[src/rtl/bus_arb_pkg.sv]
// Shared encodings for the two-port CPU bus arbiter: FSM states,
// transfer direction and requester port numbering.
package bus_arb_pkg;

  typedef enum logic [1:0] {
    ST_IDLE = 2'd0,
    ST_BUSY = 2'd1,
    ST_RESP = 2'd2
  } arb_state_t;

  localparam logic MODE_READ  = 1'b0;
  localparam logic MODE_WRITE = 1'b1;

  localparam logic PORT_FETCH = 1'b0;
  localparam logic PORT_DATA  = 1'b1;

endpackage

[src/rtl/bus_arbiter_rr_pick2.sv]
// Two-way round-robin picker: a lone request wins outright, a tie goes
// to the port that did not win last time.
module rr_pick2
  import bus_arb_pkg::*;
(
  input  logic [1:0] req,
  input  logic       last_grant,
  output logic       grant_valid,
  output logic       grant_idx
);

  always_comb begin
    grant_valid = |req;
    grant_idx   = PORT_FETCH;
    if (&req) begin
      grant_idx = ~last_grant;
    end else if (req[1]) begin
      grant_idx = PORT_DATA;
    end
  end

endmodule

[src/rtl/bus_arbiter.sv]
// Shares one memory bus between instruction fetch (port 0) and data (port 1),
// with one outstanding transaction at a time and an optional timeout abort.
module bus_arbiter
  import bus_arb_pkg::*;
#(
  parameter int DATA_WIDTH     = 32,
  parameter int ADDR_WIDTH     = 32,
  parameter int TIMEOUT_CYCLES = 16
) (
  input  logic                  clk,
  input  logic                  rst_n,
  input  logic                  req0_valid,
  input  logic                  req0_mode,
  input  logic [ADDR_WIDTH-1:0] req0_addr,
  input  logic [DATA_WIDTH-1:0] req0_wdata,
  output logic                  req0_ready,
  input  logic                  req1_valid,
  input  logic                  req1_mode,
  input  logic [ADDR_WIDTH-1:0] req1_addr,
  input  logic [DATA_WIDTH-1:0] req1_wdata,
  output logic                  req1_ready,
  output logic                  resp0_valid,
  output logic                  resp1_valid,
  output logic [DATA_WIDTH-1:0] resp_rdata,
  output logic                  resp_err,
  output logic [ADDR_WIDTH-1:0] BUS_addr,
  output logic [DATA_WIDTH-1:0] BUS_wdata,
  input  logic [DATA_WIDTH-1:0] BUS_rdata,
  output logic                  BUS_valid,
  input  logic                  BUS_wready,
  output logic                  BUS_rready,
  input  logic                  BUS_rvalid,
  output logic                  BUS_mode
);

  localparam int CNT_W = (TIMEOUT_CYCLES > 2) ? $clog2(TIMEOUT_CYCLES) : 1;
  localparam logic [CNT_W-1:0] CNT_LAST =
    (TIMEOUT_CYCLES > 0) ? CNT_W'(TIMEOUT_CYCLES - 1) : '0;

  arb_state_t            state_q, state_d;
  logic                  owner_q, owner_d;
  logic                  last_grant_q, last_grant_d;
  logic [CNT_W-1:0]      cnt_q, cnt_d;
  logic [ADDR_WIDTH-1:0] addr_q, addr_d;
  logic [DATA_WIDTH-1:0] wdata_q, wdata_d;
  logic                  mode_q, mode_d;
  logic [DATA_WIDTH-1:0] rdata_q, rdata_d;
  logic                  err_q, err_d;

  logic grant_valid;
  logic grant_idx;
  logic done;

  rr_pick2 u_pick (
    .req         ({req1_valid, req0_valid}),
    .last_grant  (last_grant_q),
    .grant_valid (grant_valid),
    .grant_idx   (grant_idx)
  );

  // The handshake that finishes a transfer depends on its direction.
  assign done = (mode_q == MODE_WRITE) ? BUS_wready : BUS_rvalid;

  always_comb begin
    state_d      = state_q;
    owner_d      = owner_q;
    last_grant_d = last_grant_q;
    cnt_d        = cnt_q;
    addr_d       = addr_q;
    wdata_d      = wdata_q;
    mode_d       = mode_q;
    rdata_d      = rdata_q;
    err_d        = err_q;

    case (state_q)
      ST_IDLE: begin
        if (grant_valid) begin
          owner_d = grant_idx;
          cnt_d   = '0;
          addr_d  = (grant_idx == PORT_DATA) ? req1_addr  : req0_addr;
          wdata_d = (grant_idx == PORT_DATA) ? req1_wdata : req0_wdata;
          mode_d  = (grant_idx == PORT_DATA) ? req1_mode  : req0_mode;
          state_d = ST_BUSY;
        end
      end
      ST_BUSY: begin
        // Completion takes priority over a timeout landing on the same cycle.
        if (done) begin
          rdata_d = (mode_q == MODE_WRITE) ? '0 : BUS_rdata;
          err_d   = 1'b0;
          state_d = ST_RESP;
        end else if ((TIMEOUT_CYCLES != 0) && (cnt_q == CNT_LAST)) begin
          rdata_d = '0;
          err_d   = 1'b1;
          state_d = ST_RESP;
        end else begin
          cnt_d = cnt_q + CNT_W'(1);
        end
      end
      ST_RESP: begin
        last_grant_d = owner_q;
        state_d      = ST_IDLE;
      end
      default: begin
        state_d = ST_IDLE;
      end
    endcase
  end

  always_ff @(posedge clk or negedge rst_n) begin
    if (!rst_n) begin
      state_q      <= ST_IDLE;
      owner_q      <= PORT_FETCH;
      last_grant_q <= PORT_DATA;
      cnt_q        <= '0;
      addr_q       <= '0;
      wdata_q      <= '0;
      mode_q       <= MODE_READ;
      rdata_q      <= '0;
      err_q        <= 1'b0;
    end else begin
      state_q      <= state_d;
      owner_q      <= owner_d;
      last_grant_q <= last_grant_d;
      cnt_q        <= cnt_d;
      addr_q       <= addr_d;
      wdata_q      <= wdata_d;
      mode_q       <= mode_d;
      rdata_q      <= rdata_d;
      err_q        <= err_d;
    end
  end

  // Ready is gated by reset so a held request never sees a grant during reset.
  assign req0_ready = rst_n && (state_q == ST_IDLE) && grant_valid && (grant_idx == PORT_FETCH);
  assign req1_ready = rst_n && (state_q == ST_IDLE) && grant_valid && (grant_idx == PORT_DATA);

  assign BUS_valid   = (state_q == ST_BUSY);
  assign BUS_rready  = BUS_valid && (mode_q == MODE_READ);
  assign BUS_addr    = addr_q;
  assign BUS_wdata   = wdata_q;
  assign BUS_mode    = mode_q;
  assign resp0_valid = (state_q == ST_RESP) && (owner_q == PORT_FETCH);
  assign resp1_valid = (state_q == ST_RESP) && (owner_q == PORT_DATA);
  assign resp_rdata  = rdata_q;
  assign resp_err    = err_q;

endmodule

[config.mk]
export PLATFORM = sky130hd
export DESIGN_NAME = bus_arbiter
export DESIGN_NICKNAME = d
export VERILOG_FILES = /design/src/rtl/bus_arb_pkg.sv /design/src/rtl/bus_arbiter_rr_pick2.sv /design/src/rtl/bus_arbiter.sv
export SDC_FILE = /design/constraint.sdc
export NUM_CORES = 1
export LEC_CHECK = 0
export CAP_MARGIN = 15
export CELL_PAD_IN_SITES_DETAIL_PLACEMENT = 0
export CELL_PAD_IN_SITES_GLOBAL_PLACEMENT = 1
export CORE_MARGIN = 1.5
export CORE_UTILIZATION = 27
export DETAILED_ROUTE_END_ITERATION = 7
export GPL_TIMING_DRIVEN = 0
export PLACE_DENSITY = 0.74
export REMOVE_ABC_BUFFERS = 1
export SLEW_MARGIN = 20
export SYNTH_ARGS = -nofsm -noshare
export SYNTH_HDL_FRONTEND = slang
export SYNTH_SLANG_ARGS = --single-unit
[constraint.sdc]
create_clock -name clk -period 1.7 [get_ports clk]
set_input_delay 0.17 -clock clk [delete_from_list [all_inputs] [get_ports clk]]
set_output_delay 0.17 -clock clk [all_outputs]
set_load 0.01 [all_outputs]
# Word-level counts from Yosys, hierarchy flattened
# Cells that the tools add are included.
# classes
n_addsub	1
eq_ne	7
muxes	19
bitwise_logic	4
reduce_logical	16
# op_table
op	n
$mux W32	5
$mux W4	3
$pmux W4 S2	1
$reduce_and A2 Y1	4
$logic_and A1 B1 Y1	7
$mux W1	6
$mux W2	3
$ne A2 B2 Y1 const B	3
$add A4 B1 Y4 const B	1
$eq A4 B4 Y1 const B	1
$not A1 Y1	4
$pmux W2 S2	1
$reduce_and A4 Y1	1
$reduce_bool A2 Y1	2
$ne A3 B1 Y1 const B	1
$eq A2 B1 Y1 const B	1
$eq A2 B2 Y1 const B	1
$logic_not A2 Y1	1
$reduce_or A2 Y1	1
# word_totals
reg_bits	106
out_inout_bits	104
word_cells	56

# Depth between registers and ports, before layout
# Gate-level depths: netlist of run 1.
# depth
word_depth	4
mapped_depth	6
ltp_nobuf	4

# By module
# From an unflattened synthesis of run 1, not the netlist that was laid out.
# hier_totals
cells_unflattened	475
hier_area_um2	4887.2
# modules_own_cells
module	instances	cells_per_inst	area_each_um2	seq_area_each_um2
bus_arbiter	1	473	4873.4	2653.8
rr_pick2	1	2	13.8	0.0

# Least setup slack after synthesis of run 1
# No wires, ideal clock.
# synth_timing
path_type	reg2reg
startpoint	reg state_q[0]
endpoint	reg wdata_q[3], in the netlist BUS_wdata[3]
setup_ns	0.128
t_arrival_ns	1.424
t_required_ns	1.572
setup_slack_ns	0.148
path_stages_with_launch	6
path_buffers	2
synth_period_minus_slack_ns	1.552
cell_sequence	dfrtp_1 -> or2_1 -> nor2_2 -> buf_4 -> buf_6 -> mux2_1
# synth_between
elab_chain_len	2
# synth_lines
element	line_no	source
start: declaration	bus_arbiter.sv:40	arb_state_t state_q, state_d;
start signal: assignment	bus_arbiter.sv:122	state_q <= state_d;
$logic_not A2 Y1	bus_arbiter.sv:75	case (state_q)
$reduce_and A2 Y1 (no source line)	n/a	
end signal: assignment	bus_arbiter.sv:127	wdata_q <= wdata_d;
end: declaration	bus_arbiter.sv:45	logic [DATA_WIDTH-1:0] wdata_q, wdata_d;
# No other way between the ends.
# A chain may end at the register's enable or synchronous reset.

# Final worst setup path of run 1
# layout_timing
startpoint	reg last_grant_q
endpoint	reg addr_q[25], in the netlist BUS_addr[25]
# layout_between
elab_chain_len	3
# layout_lines
element	line_no	source
start: declaration	bus_arbiter.sv:42	logic last_grant_q, last_grant_d;
start signal: assignment	bus_arbiter.sv:124	last_grant_q <= last_grant_d;
$not A1 Y1	bus_arbiter_rr_pick2.sv:16	grant_idx = ~last_grant;
$mux W1	bus_arbiter_rr_pick2.sv:15	if (&req) begin
$mux W32	bus_arbiter.sv:80	addr_d = (grant_idx == PORT_DATA) ? req1_addr : req0_addr;
end signal: assignment	bus_arbiter.sv:126	addr_q <= addr_d;
end: declaration	bus_arbiter.sv:44	logic [ADDR_WIDTH-1:0] addr_q, addr_d;
# No other way between the ends.

==> key figures, run 1 <==
Die
  • Num rows: 50
  • Area of the core: between 15,000 and 20,000 um^2
  • DIE AREA: 19,700 um^2
  • Initial core utilization: roughly 27%
  • Io pins: about 270
  • Chip Width: between 100 and 150 um
  • Die H: between 100 and 150 um

Clock tree
  • CTS tree: yes
  • CTS Buffer Depth: 2
  • CTS buffer count: 9
  • Num Clock Sinks: 106
  • H-tree levels: 3
  • CTS root buffer: clkbuf_16
  • Clock Latency Late Sink: about 340 ps
  • Worst-path clk slew: ~70 ps

Routing
  • Post-DRT Antenna Nets: 0
  • Drt first pass iters: 4
  • DR WL/cell: 17.3 um
  • Routed WL: ~16,000 um
  • Vias per std cell: between 4 and 5
  • DRC viols: 0
  • DRT iter0 DRCs: approximately 120
  • Vias: 4,220

Timing
  • Final worst path period share: 110%
  • Final min period: ~1900 ps
  • Max Slew Vio Count: 0
  • Final Hold Fails: 62
  • Post-route setup slack: -162 ps
  • RSZ-0062 raised after global routing: true
  • Hold_ws: -191 ps
  • Slew headroom: roughly 50%
  • Peak Freq: 537 MHz
  • Slew @ Worst Pin: about 750 ps
  • Final setup vio count: 55
  • Post-route setup TNS: -3940 ps
  • Skew final: approximately 9 ps

Synth
  • Predominant post-synthesis flop cell: dfrtp_1
  • Seq cells post-synth: between 100 and 150
  • Post-Synth XOR/XNOR Area: 0%
  • Synth async-reset ratio: 100%
  • Number of synthesized flops with an enable pin: 0
  • Synth unique cells: 31
  • Mapped Area: about 5100 um^2
  • Multiplexer share of the synthesized area: approximately a third
  • Area share of fa/ha/maj cells after synthesis: less than 1%
  • YS warnings: 0
  • Mapped Avg Cell Area: approximately 13 um^2
  • Compound-Gate Fraction of Synth Area: roughly 5%
  • Largest family of logic cells by synthesized area: multiplexers
  • Synthesized instance count: approximately 400
  • Seq/Total Area, Yosys: 52.1%
  • Simple-Gate Fraction of Synth Area: around 5.5%

Critical path
  • Crit path kind: flip-flop to flip-flop
  • Worst r2r src: last_grant_q
  • Req. time, crit path: 1920 ps
  • Worst Path Arrival: 2080 ps
  • CP max FO: 7
  • CP peak stage delay: roughly 560 ps
  • CP Launch Type: flip-flop
  • Most common cell on crit path: buf_16
  • CP delay by family, top: flip-flops
  • Crit. End Element: flip-flop
  • Bufs and invs on worst path: 4
  • R2R depth: 7
  • CP cell instances: a21boi_4, buf_16, buf_16, buf_12, buf_16, mux2_2, mux2_2
  • R2R Setup Slk: -160 ps
  • FF-to-FF End: BUS_addr[25]
  • Worst path slowest cell: dfstp_2

Status
  • Failing checks: negative hold slack, negative setup slack
  • Status: complete, but fails checks

Power
  • PD cells: 1570 nW/um^2
  • Peak VDD IR: 0.000698 V
  • Power, Total: ~14 mW
  • Pleak: around 3.7 nW

Placement
  • DP HPWL: around 11,000 um
  • GP Congestion: between 0.7 and 0.8
  • I/O Buffers: roughly 270
  • Post-DP Area: around 8100 um^2
  • Setup Slack @ Placement: -768 ps

Final layout
  • Final Instance Area: 8940 um^2
  • Share of layout cells above drive strength 1: between 20% and 30%
  • Fill count: 1,638
  • Area of the multi-input gates: roughly 2300 um^2
  • Register Area: approximately 2700 um^2
  • Number of antenna diodes: 0
  • Commonest non-fill, non-tap cells in the layout: 263 x clkdlybuf4s50_1, 103 x dfrtp_1, 89 x mux2_2
  • Area growth syn-to-layout: 75.6%
  • Commonest non-fill, non-tap cell in the layout: clkdlybuf4s50_1
  • Final net count: 858

Global routing
  • First-pass GRT wire length: about 25,000 um
  • Initial antenna violation count: 0
  • Vias in the first global route: between 4,000 and 5,000
  • Grt total ovfl: 0
  • Largest net degree at the start of global routing: 67
  • Global-route usage over all layers: between 15 and 20%

Worst hold path
  • Worst min path class: input port to async pin

Job
  • Maxcap violations: 0
-- how the worst max path moves through the flow --
stage / start / to / slack, ps / cells past startpoint
2_1_floorplan: state_q[0] / BUS_addr[0] / -1330 / 3
3_3_place_gp: rst_n / req1_ready / -3730 / 3
3_5_place_dp: req1_valid / BUS_wdata[29] / -770 / 7
4_1_cts: last_grant_q / BUS_wdata[28] / -160 / 7
5_1_grt: last_grant_q / BUS_wdata[28] / -190 / 7
6_report: last_grant_q / BUS_addr[25] / -160 / 7
-- worst reg2reg max path, cell delays in order (launching register included) --
cell and delay [ps]:
dfstp_2 560, a21boi_4 70, buf_16 150, buf_16 150, buf_12 140, buf_16 130, mux2_2 280, mux2_2 270
-- state kept, by name, indices dropped and copies added, names as in the netlist --
register,count
BUS_wdata,32
cnt_q,4
resp_rdata,32
owner_q,1
state_q,2
last_grant_q,1
resp_err,1
BUS_mode,1
BUS_addr,32
-- cells by family (layout without fill, tap and decap cells) --
| logic type | after synthesis | count (layout) |
|---|---|---|
| flops | 106 | 106 |
| fa+ha+maj | 1 | 1 |
| simple gates | 54 | 54 |
| buf+inv | 61 | 355 |
| compound gates | 43 | 44 |
| mux | 134 | 134 |
-- timing repair --
action	4_1_cts	5_1_grt
buffers inserted	13	4
endpoints found under the setup margin	108	83
gates cloned	10	1
pin swaps	3	1
resized for setup	46	12
hold endpoints to repair	62	62
-- per-stage QoR --
stage               hold slack (ps)  utilization [%]  instances
global placement                470             42.7        879
global route                   -159             48.1        928
detailed placement              203             43.6        885
floorplan                      -126                -        374
finish                         -191             48.1        928
CTS                            -183             47.7        924
-- where the power goes --
group	internal [mW]	switching, mW	total (mW)
Sequential	3.71	0.674	4.38
Combinational	4.60	3.00	7.61
Clock	1.08	0.932	2.01
Total	9.39	4.61	14.0
-- metal layers --
| layer | part of all wire [%] | routed length [um] | track usage, % | vias up |
|---|---|---|---|---|
| met3 | 10 | 1630 | 5.95 | 18 |
| met2 | 46 | 7450 | 27.1 | 204 |
| li1 | - | - | - | 1981 |
| met1 | 42 | 6700 | 19.1 | 2017 |
| met5 | 0 | 0 | 0 | - |
| met4 | 1.6 | 252 | 5.26 | 0 |
-- synthesized netlist by cell type, types with 2 or more instances --
cell type    n  area (um^2)
and3_1       2         12.5
buf_2       10         50.1
buf_6        7         78.8
clkbuf_1     7         26.3
dfrtp_1    105         2630
inv_1       36          135
mux2_1       2         22.5
mux2_2     104         1170
mux2_4      25          375
mux2i_1      3         30.0
nand2b_1     4         25.0
nand3_1     37          185
nor2_1       5         18.8
o21ai_0     35          175
-- cell type report --
cell class	count	area share (%)
timing repair buffer	302	36.9
sequential	106	29.7
multi-input combinational	233	25.2
tap	234	3.27
clock buffer	11	2.83
inverter	36	1.55
clock inverter	5	0.406
timing repair inverter	1	0.0839
(Power assumes the default switching activity.)
==> inputs of run 2 (changes only) <==
- ABC_CLOCK_PERIOD_IN_PS: default -> 1700
- TNS_END_PERCENT: default -> 1
==> run 2 against run 1 <==
  * The flow still finishes with violations (negative hold slack, negative setup slack)
  * Power shrank 2.8%
  * Fmax grew 3.8%
  * Sequential cell count is the same
  * Setup slack gained 69 ps
  * First-iteration DRC count shrank 25%
  * Sequential share of layout area grew 0.46 points
  * Critical endpoint is now BUS_wdata[16]
==> key figures, run 2 (synthesis gave the netlist of run 1 again) <==
Timing
  • Slew @ Worst Pin: 745 ps (-5.01 ps)
  • Post-route setup slack: -93.3 ps (+68.9 ps)
  • Max Slew Vio Count: 0 (unchanged)
  • Hold_ws: -190 ps (+0.480 ps)
  • RSZ-0062 raised after global routing: true
  • Post-route setup TNS: -2150 ps (+1780 ps)
  • Final worst path period share: 105% (-4.1 points)
  • Peak Freq: 558 MHz (+3.8%)
  • Skew final: 8.85 ps (-0.416 ps)
  • Final setup vio count: 48 (-13%)
  • Final Hold Fails: 62 (unchanged)
  • Final min period: 1790 ps (-68.9 ps)
  • Slew headroom: 50.2% (+0.34 points)

Die
  • Area of the core: 18,600 um^2 (unchanged)
  • DIE AREA: 19,700 um^2 (unchanged)
  • Num rows: 50 (unchanged)
  • Initial core utilization: 27.4% (unchanged)
  • Chip Width: 140 um (unchanged)
  • Die H: 140 um (unchanged)
  • Io pins: 272 (unchanged)

Status
  • Status: complete, but fails checks
  • Failing checks: negative hold slack, negative setup slack

Final layout
  • Final net count: 858 (unchanged)
  • Number of antenna diodes: 0 (unchanged)
  • Final Instance Area: 8810 um^2 (-1.5%)
  • Fill count: 1,667 (+1.8%)
  • Area growth syn-to-layout: 72.9%
  • Share of layout cells above drive strength 1: 28.5% (+0.58 points)
  • Commonest non-fill, non-tap cell in the layout: clkdlybuf4s50_1
  • Commonest non-fill, non-tap cells in the layout: 263 x clkdlybuf4s50_1, 103 x dfrtp_1, 94 x mux2_2

Critical path
  • CP peak stage delay: 560 ps (about the same)
  • Req. time, crit path: 1930 ps (about the same)
  • Bufs and invs on worst path: 3 (-1)
  • Worst path slowest cell: dfstp_2
  • FF-to-FF End: BUS_wdata[16]
  • Crit path capture: BUS_wdata[16]
  • Crit. End Element: flip-flop
  • CP Launch Type: flip-flop
  • CP max FO: 7 (unchanged)
  • R2R depth: 6 (-1)
  • Worst r2r src: last_grant_q
  • Worst Path Arrival: 2020 ps (-60 ps)
  • CP delay by family, top: flip-flops
  • CP cell instances: a21boi_4, clkbuf_16, buf_16, clkbuf_16, mux2_4, mux2_4
  • Crit path kind: flip-flop to flip-flop
  • Levels on crit path: 6 (-1)
  • Worst setup startpoint: last_grant_q
  • R2R Setup Slk: -90 ps (+70 ps)

Power
  • Switching power share of the total: 33.0% (+0.093 points)
  • Register share of total power: 32.2% (+0.9 points)
  • Pleak: 3.69 nW (-1.6%)
  • Peak VDD IR: 0.000691 V (-0.93%)
  • P_int: 9.11 mW (-3.0%)
  • Sw Pwr: 4.49 mW (-2.6%)
  • Power, Total: 13.6 mW (-2.8%)
  • PD cells: 1540 nW/um^2 (-1.3%)
  • Combinational share of power: 53.0% (-1.3 points)
  • Clock power frac: 14.8% (+0.4 points)

Global routing
  • Grt total ovfl: 0 (unchanged)
  • Largest net degree at the start of global routing: 67 (unchanged)
  • Global-route usage over all layers: 14.6% (-1.5 points)
  • Vias in the first global route: 4,384 (-3.6%)
  • First-pass GRT wire length: 22,700 um (-8.2%)
  • Initial antenna violation count: 0 (unchanged)

Routing
  • DR WL/cell: 16.8 um (-2.6%)
  • DRC viols: 0 (unchanged)
  • Post-DRT Antenna Nets: 0 (unchanged)
  • Vias per std cell: 4.51 (-0.78%)
  • Drt first pass iters: 4 (unchanged)
  • DRT iter0 DRCs: 87 (-25%)
  • Routed WL: 15,600 um (-2.6%)
  • Vias: 4,187 (-0.78%)

Clock tree
  • Num Clock Sinks: 106 (unchanged)
  • CTS root buffer: clkbuf_16
  • CTS tree: yes
  • CTS buffer count: 9 (unchanged)
  • Worst-path clk slew: 70 ps (about the same)
  • H-tree levels: 3 (unchanged)
  • CTS Buffer Depth: 2 (unchanged)
  • Clock Latency Late Sink: 340 ps (about the same)

Job
  • Maxcap violations: 0 (unchanged)

Worst hold path
  • Worst min path class: input port to async pin

Placement
  • I/O Buffers: 271 (unchanged)
  • Post-DP Area: 8110 um^2 (unchanged)
  • GP Congestion: 0.796 (unchanged)
  • DP HPWL: 10,600 um (unchanged)
[run 2: changes by cell type in the layout (fill, tap and decap cells not counted), moves of 2 or more]
cell / before / now
clkbuf_16: 11 / 15
buf_12: 5 / 2
mux2_2: 89 / 94
mux2_4: 40 / 37
mux2_1: 2 / 0
buf_4: 6 / 14
buf_16: 9 / 3
[run 2: routing by layer]
metal,wire (um),global-route usage (%)
met4,246,5.26
met1,6650,17.1
met2,7210,24.2
met5,0,0
met3,1520,5.78
[run 2: timing repair]
action / CTS / global route
gates resized for setup: 22 / 24
endpoints found under the setup margin: 108 / 91
gates cloned: 2 / 9
hold endpoints to repair: 62 / 62
buffers inserted: 4 / 12
pin swaps: 4 / 2
[run 2: area by class of cell]
cell class / instances / area, um^2 / area share, %
inverter: 36 / 139 / 1.58
sequential: 106 / 2660 / 30.2
timing repair buffer: 302 / 3170 / 36.0
tap: 234 / 293 / 3.32
timing repair inverter: 1 / 7.51 / 0.0852
clock inverter: 5 / 36.3 / 0.412
clock buffer: 11 / 253 / 2.87
multi-input combinational: 233 / 2250 / 25.6
[run 2: power by group through the flow]
| stage | Sequential [mW] | Combinational (mW) | Clock (mW) |
|---|---|---|---|
| floorplan | 4.84 | 2.52 | 0 |
| detailed placement | 4.40 | 6.57 | 0 |
| global placement | 4.32 | 6.23 | 0 |
| CTS | 4.38 | 6.81 | 2.11 |
| finish | 4.38 | 7.22 | 2.01 |
| global route | 4.54 | 7.70 | 2.20 |
[run 2: worst min path at each step]
stage / startpoint / endpoint
6_report: rst_n / resp_rdata[28]
3_3_place_gp: BUS_wdata[3] / BUS_wdata[3]
2_1_floorplan: rst_n / BUS_addr[0]
5_1_grt: rst_n / resp_rdata[25]
4_1_cts: rst_n / resp_rdata[25]
3_5_place_dp: rst_n / resp_rdata[28]
[run 2: per-stage QoR]
stage	instances	setup WS (ps)	utilization, %
after global placement	879	-3730	42.7
after CTS	907	-175	45.7
final	928	-93.3	47.4
after global routing	928	-126	47.4
after detailed placement	885	-768	43.6
after floorplan	374	-1330	-
==> inputs of run 3 (changes only) <==
- MAX_ROUTING_LAYER: default -> met4
==> run 3 against run 2 <==
  * The run still ends with negative hold slack, negative setup slack left
  * Via count grew 0.67%
  * Core utilization grew 0.061 points
  * Worst hold slack gained 4.7 ps
  * Critical path type unchanged
  * Critical endpoint unchanged
==> key figures, run 3 (synthesis gave the netlist of run 1 again) <==
Clock tree
  • Num Clock Sinks: 106 (unchanged)
  • CTS root buffer: clkbuf_16
  • Clock Latency Late Sink: 340 ps (about the same)
  • H-tree levels: 3 (unchanged)
  • Worst-path clk slew: 70 ps (about the same)
  • CTS Buffer Depth: 2 (unchanged)
  • CTS tree: yes
  • CTS buffer count: 9 (unchanged)

Placement
  • Setup Slack @ Placement: -768 ps (unchanged)
  • GP Congestion: 0.808 (+1.4%)
  • DP HPWL: 10,600 um (unchanged)
  • Placed Cells: 885 (unchanged)
  • I/O Buffers: 271 (unchanged)

Routing
  • DRC viols: 0 (unchanged)
  • Drt first pass iters: 4 (unchanged)
  • Post-DRT Antenna Nets: 0 (unchanged)
  • Routed WL: 15,800 um (+1.3%)
  • DRT iter0 DRCs: 95 (+9.2%)
  • Vias: 4,215 (+0.67%)
  • DR WL/cell: 17.1 um (+1.4%)
  • Vias per std cell: 4.55 (+0.78%)

Global routing
  • Largest net degree at the start of global routing: 67 (unchanged)
  • Vias in the first global route: 4,398 (+0.32%)
  • First-pass GRT wire length: 22,700 um (-0.27%)
  • Grt total ovfl: 0 (unchanged)
  • Global-route usage over all layers: 15.0% (+0.45 points)
  • Initial antenna violation count: 0 (unchanged)

Die
  • Die H: 140 um (unchanged)
  • Chip Width: 140 um (unchanged)
  • DIE AREA: 19,700 um^2 (unchanged)
  • Initial core utilization: 27.4% (unchanged)
  • Io pins: 272 (unchanged)
  • Area of the core: 18,600 um^2 (unchanged)
  • Num rows: 50 (unchanged)

Status
  • Failing checks: negative hold slack, negative setup slack
  • Status: complete, but fails checks

Final layout
  • Area growth syn-to-layout: 73.2%
  • Final net count: 857 (-0.12%)
  • Core Util, Final: 47.5% (+0.061 points)
  • Number of antenna diodes: 0 (unchanged)
  • Commonest non-fill, non-tap cells in the layout: 263 x clkdlybuf4s50_1, 103 x dfrtp_1, 89 x mux2_2
  • Commonest non-fill, non-tap cell in the layout: clkdlybuf4s50_1
  • Register Area: 2660 um^2 (unchanged)
  • Area of the multi-input gates: 2270 um^2 (+0.83%)
  • Fill count: 1,670 (+0.18%)
  • Share of layout cells above drive strength 1: 28.4% (-0.10 points)
  • Non-filler cells in the finished layout: 927 (-0.11%)

Power
  • P_int: 9.15 mW (+0.40%)
  • Sw Pwr: 4.52 mW (+0.62%)
  • Combinational share of power: 53.2% (+0.2 points)
  • Peak VDD IR: 0.000687 V (-0.63%)
  • Pleak: 3.70 nW (+0.41%)
  • Switching power share of the total: 33.1% (+0.048 points)
  • Register share of total power: 32.1% (about the same)
  • PD cells: 1550 nW/um^2 (+0.35%)
  • Clock power frac: 14.6% (-0.2 points)

Critical path
  • CP cell instances: a21boi_4, clkbuf_16, buf_16, clkbuf_16, mux2_4, mux2_4
  • CP delay by family, top: flip-flops
  • Worst Path Arrival: 2020 ps (about the same)
  • Crit path kind: flip-flop to flip-flop
  • CP max FO: 7 (unchanged)
  • CP peak stage delay: 560 ps (about the same)
  • Bufs and invs on worst path: 3 (unchanged)
  • Crit. End Element: flip-flop
  • R2R Setup Slk: -90 ps (about the same)
  • Worst path slowest cell: dfstp_2
  • CP Launch Type: flip-flop
  • Req. time, crit path: 1930 ps (about the same)

Timing
  • Final Hold Fails: 62 (unchanged)
  • Skew final: 8.52 ps (-0.332 ps)
  • Hold_ws: -186 ps (+4.69 ps)
  • Final min period: 1790 ps (-2.49 ps)
  • Final setup vio count: 47 (-2.1%)
  • Post-route setup slack: -90.8 ps (+2.49 ps)
  • Slew headroom: 48.7% (-1.5 points)
  • RSZ-0062 raised after global routing: true
  • Final worst path period share: 105% (-0.15 points)
  • Max Slew Vio Count: 0 (unchanged)
  • Peak Freq: 558 MHz (+0.14%)
  • Slew @ Worst Pin: 768 ps (+22.7 ps)

Worst hold path
  • Worst min path class: input port to async pin

Job
  • Maxcap violations: 0 (unchanged)
run 3: changes by cell type in the layout (fill, tap and decap cells not counted):
cell     change
o21ai_0      -1
buf_8        +1
mux2_4       +5
o21ai_1      +1
mux2_2       -5
buf_6        -2
run 3: area by class of cell:
cell class / count / area share (%)
Multi-Input combinational cell: 233 / 25.7
Clock buffer: 11 / 2.87
Sequential cell: 106 / 30.1
Inverter: 36 / 1.57
Clock inverter: 5 / 0.411
Timing Repair inverter: 1 / 0.0851
Timing Repair Buffer: 301 / 35.9
Tap cell: 234 / 3.32
run 3: path summary, 6_finish.rpt:
check | depth (start not counted) | from | end
min reg2reg | 1 | BUS_wdata[19] | BUS_wdata[19]
max | 6 | last_grant_q | BUS_wdata[16]
min in group clk | 4 | req1_valid | cnt_q[1]
min | 1 | rst_n | resp_rdata[28]
max in group asynchronous | 2 | rst_n | BUS_wdata[17]
max reg2reg | 6 | last_grant_q | BUS_wdata[16]
run 3: metrics by stage:
stage	area [um^2]	hold slack, ps	TNS [ps]	power [mW]
3_5_place_dp	8110	203	-45490	11.0
4_1_cts	8490	-183	-5690	13.3
2_1_floorplan	4930	-126	-92720	7.36
3_3_place_gp	7940	470	-564150	10.6
5_1_grt	8820	-156	-4620	14.5
6_report	8820	-186	-2100	13.7
run 3: power groups by stage:
| stage | clock [mW] | combinational, mW | sequential (mW) |
|---|---|---|---|
| CTS | 2.11 | 6.81 | 4.38 |
| global placement | 0 | 6.23 | 4.32 |
| global route | 2.20 | 7.74 | 4.55 |
| detailed placement | 0 | 6.57 | 4.40 |
| finish | 2.00 | 7.28 | 4.39 |
| floorplan | 0 | 2.52 | 4.84 |
run 3: layer usage:
| metal | share of wire [%] | vias to the layer above | global-route usage (%) |
|---|---|---|---|
| met2 | 47 | 203 | 24.2 |
| li1 | - | 1975 | - |
| met1 | 43 | 2019 | 18.0 |
| met4 | 1.6 | 0 | 5.26 |
| met5 | 0 | - | - |
| met3 | 8.6 | 18 | 4.31 |
run 3: repair_timing:
| item | CTS | global route |
|---|---|---|
| setup buffers | 4 | 11 |
| pin swaps | 4 | 2 |
| hold endpoints to repair | 62 | 62 |
| resized for setup | 22 | 30 |
| gates cloned | 2 | 9 |
| endpoints found under the setup margin | 108 | 91 |
